`config.mk`:
```
export PLATFORM = sky130hd
export DESIGN_NAME = evm_vote_ledger
export DESIGN_NICKNAME = d
export VERILOG_FILES = /design/src/rtl/evm_vote_ledger.sv
export SDC_FILE = /design/constraint.sdc
export NUM_CORES = 1
export LEC_CHECK = 0
export ABC_AREA = 1
export BUFFER_PORTS_ARGS = -buffer_cell sky130_fd_sc_hd__buf_4
export CORE_ASPECT_RATIO = 1.25
export CORE_UTILIZATION = 62
export CTS_BUF_LIST = sky130_fd_sc_hd__clkbuf_4
export DETAILED_ROUTE_END_ITERATION = 8
export MAX_ROUTING_LAYER = met4
export PLACE_DENSITY_LB_ADDON = 0.2
export SLEW_MARGIN = 20
export SYNTH_ARGS = -nofsm -noshare
export SYNTH_HDL_FRONTEND = slang
export SYNTH_HIERARCHICAL = 1
export SYNTH_SLANG_ARGS = --single-unit
export TNS_END_PERCENT = 1
```
`constraint.sdc`:
```
create_clock -name clk -period 2 [get_ports clk]
set_input_delay 0.3 -clock clk [delete_from_list [all_inputs] [get_ports clk]]
set_output_delay 0.3 -clock clk [all_outputs]
set_load 0.01 [all_outputs]
```
`src/rtl/evm_vote_ledger.sv`:
```
// evm_vote_ledger: consumer end of the voter-ID database write port.
// One ballot is open at a time. Each voter slot can commit one vote,
// and each candidate has a saturating tally that is read back with a
// one-cycle latency.
// Optional build macro EVM_AUDIT_EN adds the total_votes and last_voter
// audit outputs.

// Per-candidate saturating tally counter (one instance per candidate)
module evm_tally_cnt #(
  parameter int TALLY_W = 8
) (
  input  logic               clk,
  input  logic               rst_n,
  input  logic               inc,
  output logic [TALLY_W-1:0] cnt
);
  // count commits, holding at all-ones
  always_ff @(posedge clk or negedge rst_n) begin
    if (!rst_n)                cnt <= '0;
    else if (inc && cnt != '1) cnt <= cnt + 1'b1;
  end
endmodule

module evm_vote_ledger #(
  parameter int NUM_CAND = 4,
  parameter int TALLY_W  = 8,
  parameter int TIMEOUT  = 50
) (
  input  logic                        clk,
  input  logic                        rst_n,
  input  logic                        write,
  input  logic [3:0]                  valid_voter_address,
  input  logic [4:0]                  valid_voter,
  input  logic                        cast,
  input  logic [$clog2(NUM_CAND)-1:0] candidate,
  input  logic                        read_enable,
  input  logic [$clog2(NUM_CAND)-1:0] read_sel,
  output logic                        ballot_open,
  output logic                        vote_done,
  output logic                        dup_reject,
  output logic                        timeout,
  output logic [4:0]                  cur_voter,
  output logic [TALLY_W-1:0]          tally_out,
  output logic                        tally_valid
`ifdef EVM_AUDIT_EN
  ,
  output logic [TALLY_W+1:0]          total_votes,
  output logic [4:0]                  last_voter
`endif
);
  localparam int CW    = $clog2(NUM_CAND);
  localparam int TMR_W = $clog2(TIMEOUT + 1);
  localparam logic [TMR_W-1:0] TMR_LAST = TMR_W'(TIMEOUT - 1);

  typedef enum logic [1:0] {IDLE, BALLOT, COMMIT} state_t;

  // slot and selection of the ballot currently in flight
  typedef struct packed {
    logic [3:0]    addr;
    logic [CW-1:0] cand;
  } ballot_t;

  state_t                            state, state_nxt;
  ballot_t                           bal;
  logic [15:0]                       voted;
  logic [TMR_W-1:0]                  timer;
  logic                              accept, dup, expire, commit;
  logic [NUM_CAND-1:0]               inc;
  logic [NUM_CAND-1:0][TALLY_W-1:0]  tally;

  assign ballot_open = (state == BALLOT);

  // state register
  always_ff @(posedge clk or negedge rst_n) begin
    if (!rst_n) state <= IDLE;
    else        state <= state_nxt;
  end

  // next state and single-cycle event decode; a cast beats the timeout
  always_comb begin
    state_nxt = state;
    accept    = 1'b0;
    dup       = 1'b0;
    expire    = 1'b0;
    commit    = 1'b0;
    case (state)
      IDLE: begin
        if (write) begin
          if (voted[valid_voter_address]) begin
            dup = 1'b1;
          end else begin
            accept    = 1'b1;
            state_nxt = BALLOT;
          end
        end
      end
      BALLOT: begin
        if (cast) begin
          state_nxt = COMMIT;
        end else if (timer == TMR_LAST) begin
          expire    = 1'b1;
          state_nxt = IDLE;
        end
      end
      COMMIT: begin
        commit    = 1'b1;
        state_nxt = IDLE;
      end
      default: state_nxt = IDLE;
    endcase
  end

  // ballot latches, voted flags, timer and registered event pulses
  always_ff @(posedge clk or negedge rst_n) begin
    if (!rst_n) begin
      bal        <= '0;
      cur_voter  <= '0;
      voted      <= '0;
      timer      <= '0;
      dup_reject <= 1'b0;
      timeout    <= 1'b0;
      vote_done  <= 1'b0;
    end else begin
      if (accept) begin
        bal.addr  <= valid_voter_address;
        cur_voter <= valid_voter;
        timer     <= '0;
      end else if (state == BALLOT) begin
        timer <= timer + 1'b1;
      end
      if (state == BALLOT && cast) bal.cand <= candidate;
      if (commit) voted[bal.addr] <= 1'b1;
      dup_reject <= dup;
      timeout    <= expire;
      vote_done  <= commit;
    end
  end

  // one tally counter per candidate, bumped in COMMIT
  for (genvar i = 0; i < NUM_CAND; i++) begin : g_tally
    assign inc[i] = commit && (bal.cand == CW'(i));
    evm_tally_cnt #(.TALLY_W(TALLY_W)) u_cnt (
      .clk   (clk),
      .rst_n (rst_n),
      .inc   (inc[i]),
      .cnt   (tally[i])
    );
  end

  // read port; samples before this cycle's commit lands
  always_ff @(posedge clk or negedge rst_n) begin
    if (!rst_n) begin
      tally_out   <= '0;
      tally_valid <= 1'b0;
    end else begin
      tally_valid <= read_enable;
      if (read_enable) tally_out <= tally[read_sel];
    end
  end

`ifdef EVM_AUDIT_EN
  // audit trail: running vote count and most recent committed voter
  always_ff @(posedge clk or negedge rst_n) begin
    if (!rst_n) begin
      total_votes <= '0;
      last_voter  <= '0;
    end else if (commit) begin
      total_votes <= total_votes + 1'b1;
      last_voter  <= cur_voter;
    end
  end
`endif

endmodule

```
==> flow_summary_export.csv <==
group,metric,value,unit
status,status,"complete, no violations",
sta,worst_slew_pin_slew,0.422,ns
sta,period_share,0.839,
placement,portBuffers,35,
finish,final_nets,609,
die,coreArea,0.00661,mm²
logic_synthesis,synth_commonest_cells,"151 x nand2_1, 79 x dfrtp_1, 73 x nor2_1",
setup_path,cp-end-kind,"flip-flop",
clocking,cts_sinks,79,
logic_synthesis,yosys_most_used_dff,"dfrtp_1",
global_route,grt_max_degree,50,
drt,first_iter_violations,171,
clocking,clkTransAtPathRegs,0.12,ns
sta,drv_slew,0,
logic_synthesis,yosys-top-cells-area,"dfrtp_1 46%, nand2_1 13%, nor2_1 6.4%",
logic_synthesis,synth_fp_nets,566,
placement,dp_hpwl,6440,µm
die,core.rowCount,33,
drt,drt_pass1_iterations,4,
drt,num_vias,3534,
sta,hold_ws,0.0406,ns
sta,min_period,1.68,ns
logic_synthesis,synthCells,542,
die,die_h,94.9,µm
setup_path,timing.rr.start,"state[1]$_DFFE_PN0P_",
finish,fillCellCount,544,
setup_path,crit_required,2.31,ns
clocking,cts-htree-levels,3,
logic_synthesis,avgSynthCellArea,7.90,µm²
finish,multi_input_area,0.00196,mm²
setup_path,arrival,1.99,ns
setup_path,r2r_setup_slack,0.32,ns
setup_path,timing.rr.end,"g_tally[0].u_cnt/cnt[7]$_DFFE_PN0P_",
clocking,post_cts_resized,0,
logic_synthesis,synth-edff-count,0,
logic_synthesis,ys_ff_latch,79,
logic_synthesis,yosys.area.top_type,"dfrtp_1",
die,start_util,0.648,
setup_path,crit_path_start_kind,"flip-flop",
finish,areaGrowthSynthToFinish,12.3,%
global_route,grt_use_total,0.267,
pwr,peakVddDrop,920,µV
clocking,insertion_delay,0.42,ns
clocking,cts_made_buffers,9,
clocking,ctsRootBufferMaster,"clkbuf_4",
sta,setup_viol,0,
placement,gp_congestion,0.885,
flow_run,maxCapViolations,0,
setup_path,path_max_fanout,4,
drt,route.detailed.drc,0,
finish,antenna_cells,0,
pwr,power_density,984,mW/mm²
sta,fin_skew,0.0129,ns
worst_hold_path,hold_end,"timeout$_DFF_PN0_",
drt,wirelength,8580,µm
die,dieArea,0.00724,mm²
die,die_width,76.3,µm
logic_synthesis,synth_most_common_cell,"nand2_1",
pwr,cellLeakagePower,0.00237,µW
worst_hold_path,min_path_cells,2,
global_route,grt_pass1_vias,3459,
clocking,cts.path.max_buffers,2,
logic_synthesis,async_flop_share,1.00,
worst_hold_path,hold_class,"in -> reg",
clocking,cts_tree,"built",
worst_hold_path,worstHoldStart,"cast",
setup_path,path_class,"reg -> reg",
sta,clock.fmax,596,MHz
global_route,antenna_found_initial,0,
die,io_pins,36,
global_route,grt_pass1_wl,14900,µm
drt,drtAntennaViolNets,0,
drt,wl_per_cell,12.7,µm
drt,via_per_inst,5.22,
logic_synthesis,syn_area,0.00428,mm²
logic_synthesis,synth_cell_types,32,
logic_synthesis,synth_top_area_frac,0.462,
sta,tns,0,ns
logic_synthesis,yosys_warnings,6,
sta,slew_headroom,0.719,
finish,regArea,0.00198,mm²
sta,hold_violations,0,
setup_path,r2r_cells,10,
global_route,grt_overflow,0,
sta,rsz0062_at_grt,"no",
finish,drive_gt1_frac,0.178,
logic_synthesis,seq_area_frac_synth,0.462,
-- kinds of logic after synthesis --
group / Yosys count / synth area share
adders and majority gates: 6 / 0.0175
DFF: 79 / 0.462
and+or+nand+nor: 307 / 0.339
AOI/OAI and AO/OA: 63 / 0.0830
buffers and inverters: 78 / 0.0798
xor gates and xnor gates: 9 / 0.0184
-- worst max-delay path by stage --
stage / from / end / slack (ns) / cells after the start
floorplan: state[0]$_DFFE_PN0P_ / g_tally[2].u_cnt/cnt[7]$_DFFE_PN0P_ / 0.18 / 8
global placement: state[0]$_DFFE_PN0P_ / g_tally[0].u_cnt/cnt[7]$_DFFE_PN0P_ / 0.43 / 9
detailed placement: state[1]$_DFFE_PN0P_ / g_tally[0].u_cnt/cnt[3]$_DFFE_PN0P_ / 0.37 / 10
CTS: state[1]$_DFFE_PN0P_ / g_tally[0].u_cnt/cnt[3]$_DFFE_PN0P_ / 0.34 / 10
global route: state[1]$_DFFE_PN0P_ / g_tally[2].u_cnt/cnt[7]$_DFFE_PN0P_ / 0.18 / 9
finish: state[1]$_DFFE_PN0P_ / g_tally[0].u_cnt/cnt[7]$_DFFE_PN0P_ / 0.32 / 10
-- registers in the layout, summed over array words and instances (netlist names) --
| register | count |
|---|---|
| bal | 6 |
| cur_voter | 5 |
| dup_reject | 1 |
| g_tally.u_cnt/cnt | 32 |
| state | 2 |
| tally_out | 8 |
| tally_valid | 1 |
| timeout | 1 |
| timer | 6 |
| vote_done | 1 |
| voted | 16 |
-- placed cells by master (no fill, tap or decap), types with 2 or more instances in the layout --
| cell type | n |
|---|---|
| or2_2 | 2 |
| nand3_2 | 3 |
| ha_1 | 6 |
| nor3_1 | 9 |
| a21oi_1 | 6 |
| inv_4 | 4 |
| nor3b_1 | 4 |
| xor2_1 | 4 |
| nor2_1 | 73 |
| nand2_4 | 4 |
| inv_2 | 2 |
| inv_1 | 61 |
| xnor2_1 | 5 |
| bufinv_16 | 2 |
| nand4_1 | 2 |
| dfrtp_1 | 79 |
| buf_4 | 40 |
| o21ai_0 | 40 |
| nand2_2 | 6 |
| nor2_4 | 8 |
| nor2_2 | 6 |
| nand2_1 | 151 |
| nand2_8 | 4 |
| nand3_1 | 33 |
| a31oi_1 | 8 |
| o21ai_2 | 8 |
| clkbuf_4 | 10 |
-- what timing repair did --
item                                   in CTS  in global routing
setup endpoints to repair                   0                  0
setup buffers                               0                  0
hold buffers                                1                  0
endpoints found under the hold margin      30                  0
-- area by class of cell --
class | count | area share
Clock buffer | 10 | 0.0156
Clock inverter | 6 | 0.0177
Inverter | 68 | 0.0562
Multi-Input combinational cell | 385 | 0.408
Sequential cell | 79 | 0.411
Tap cell | 87 | 0.0226
Timing Repair Buffer | 42 | 0.0687
-- critical path: stages, from the launching register on --
cell and delay [ns]:
dfrtp_1 0.39, inv_1 0.09, nor2_2 0.11, inv_1 0.08, nor3_1 0.21, buf_4 0.21, nand2_1 0.07, nor2_2 0.19
nand3_1 0.11, nand2_1 0.07, nand2_1 0.04
-- metal layers --
layer | wire [µm] | vias to the layer above | global-route usage
met5 | 0 | - | -
met4 | 176 | 0 | 0.117
met3 | 312 | 15 | 0.0406
met2 | 4550 | 76 | 0.489
met1 | 3550 | 1656 | 0.288
li1 | - | 1787 | -
-- power by group --
| part | switching (µW) | internal (µW) | leakage (µW) |
|---|---|---|---|
| Clock | 547 | 517 | 0.0000840 |
| Combinational | 775 | 532 | 0.00125 |
| Sequential | 361 | 2000 | 0.00104 |
| Total | 1680 | 3050 | 0.00237 |
-- through the flow --
step	instance area [µm²]	power (µW)	utilization	worst slack (ns)	std cells
finish	4810	4730	0.728	0.323	677
global route	4810	5050	0.728	0.178	677
CTS	4810	4770	0.728	0.336	677
detailed placement	4640	3700	0.702	0.370	660
global placement	4640	3620	0.702	0.429	660
floorplan	4280	3210	-	0.177	542
Note: power is estimated with default switching activity, not from simulation.
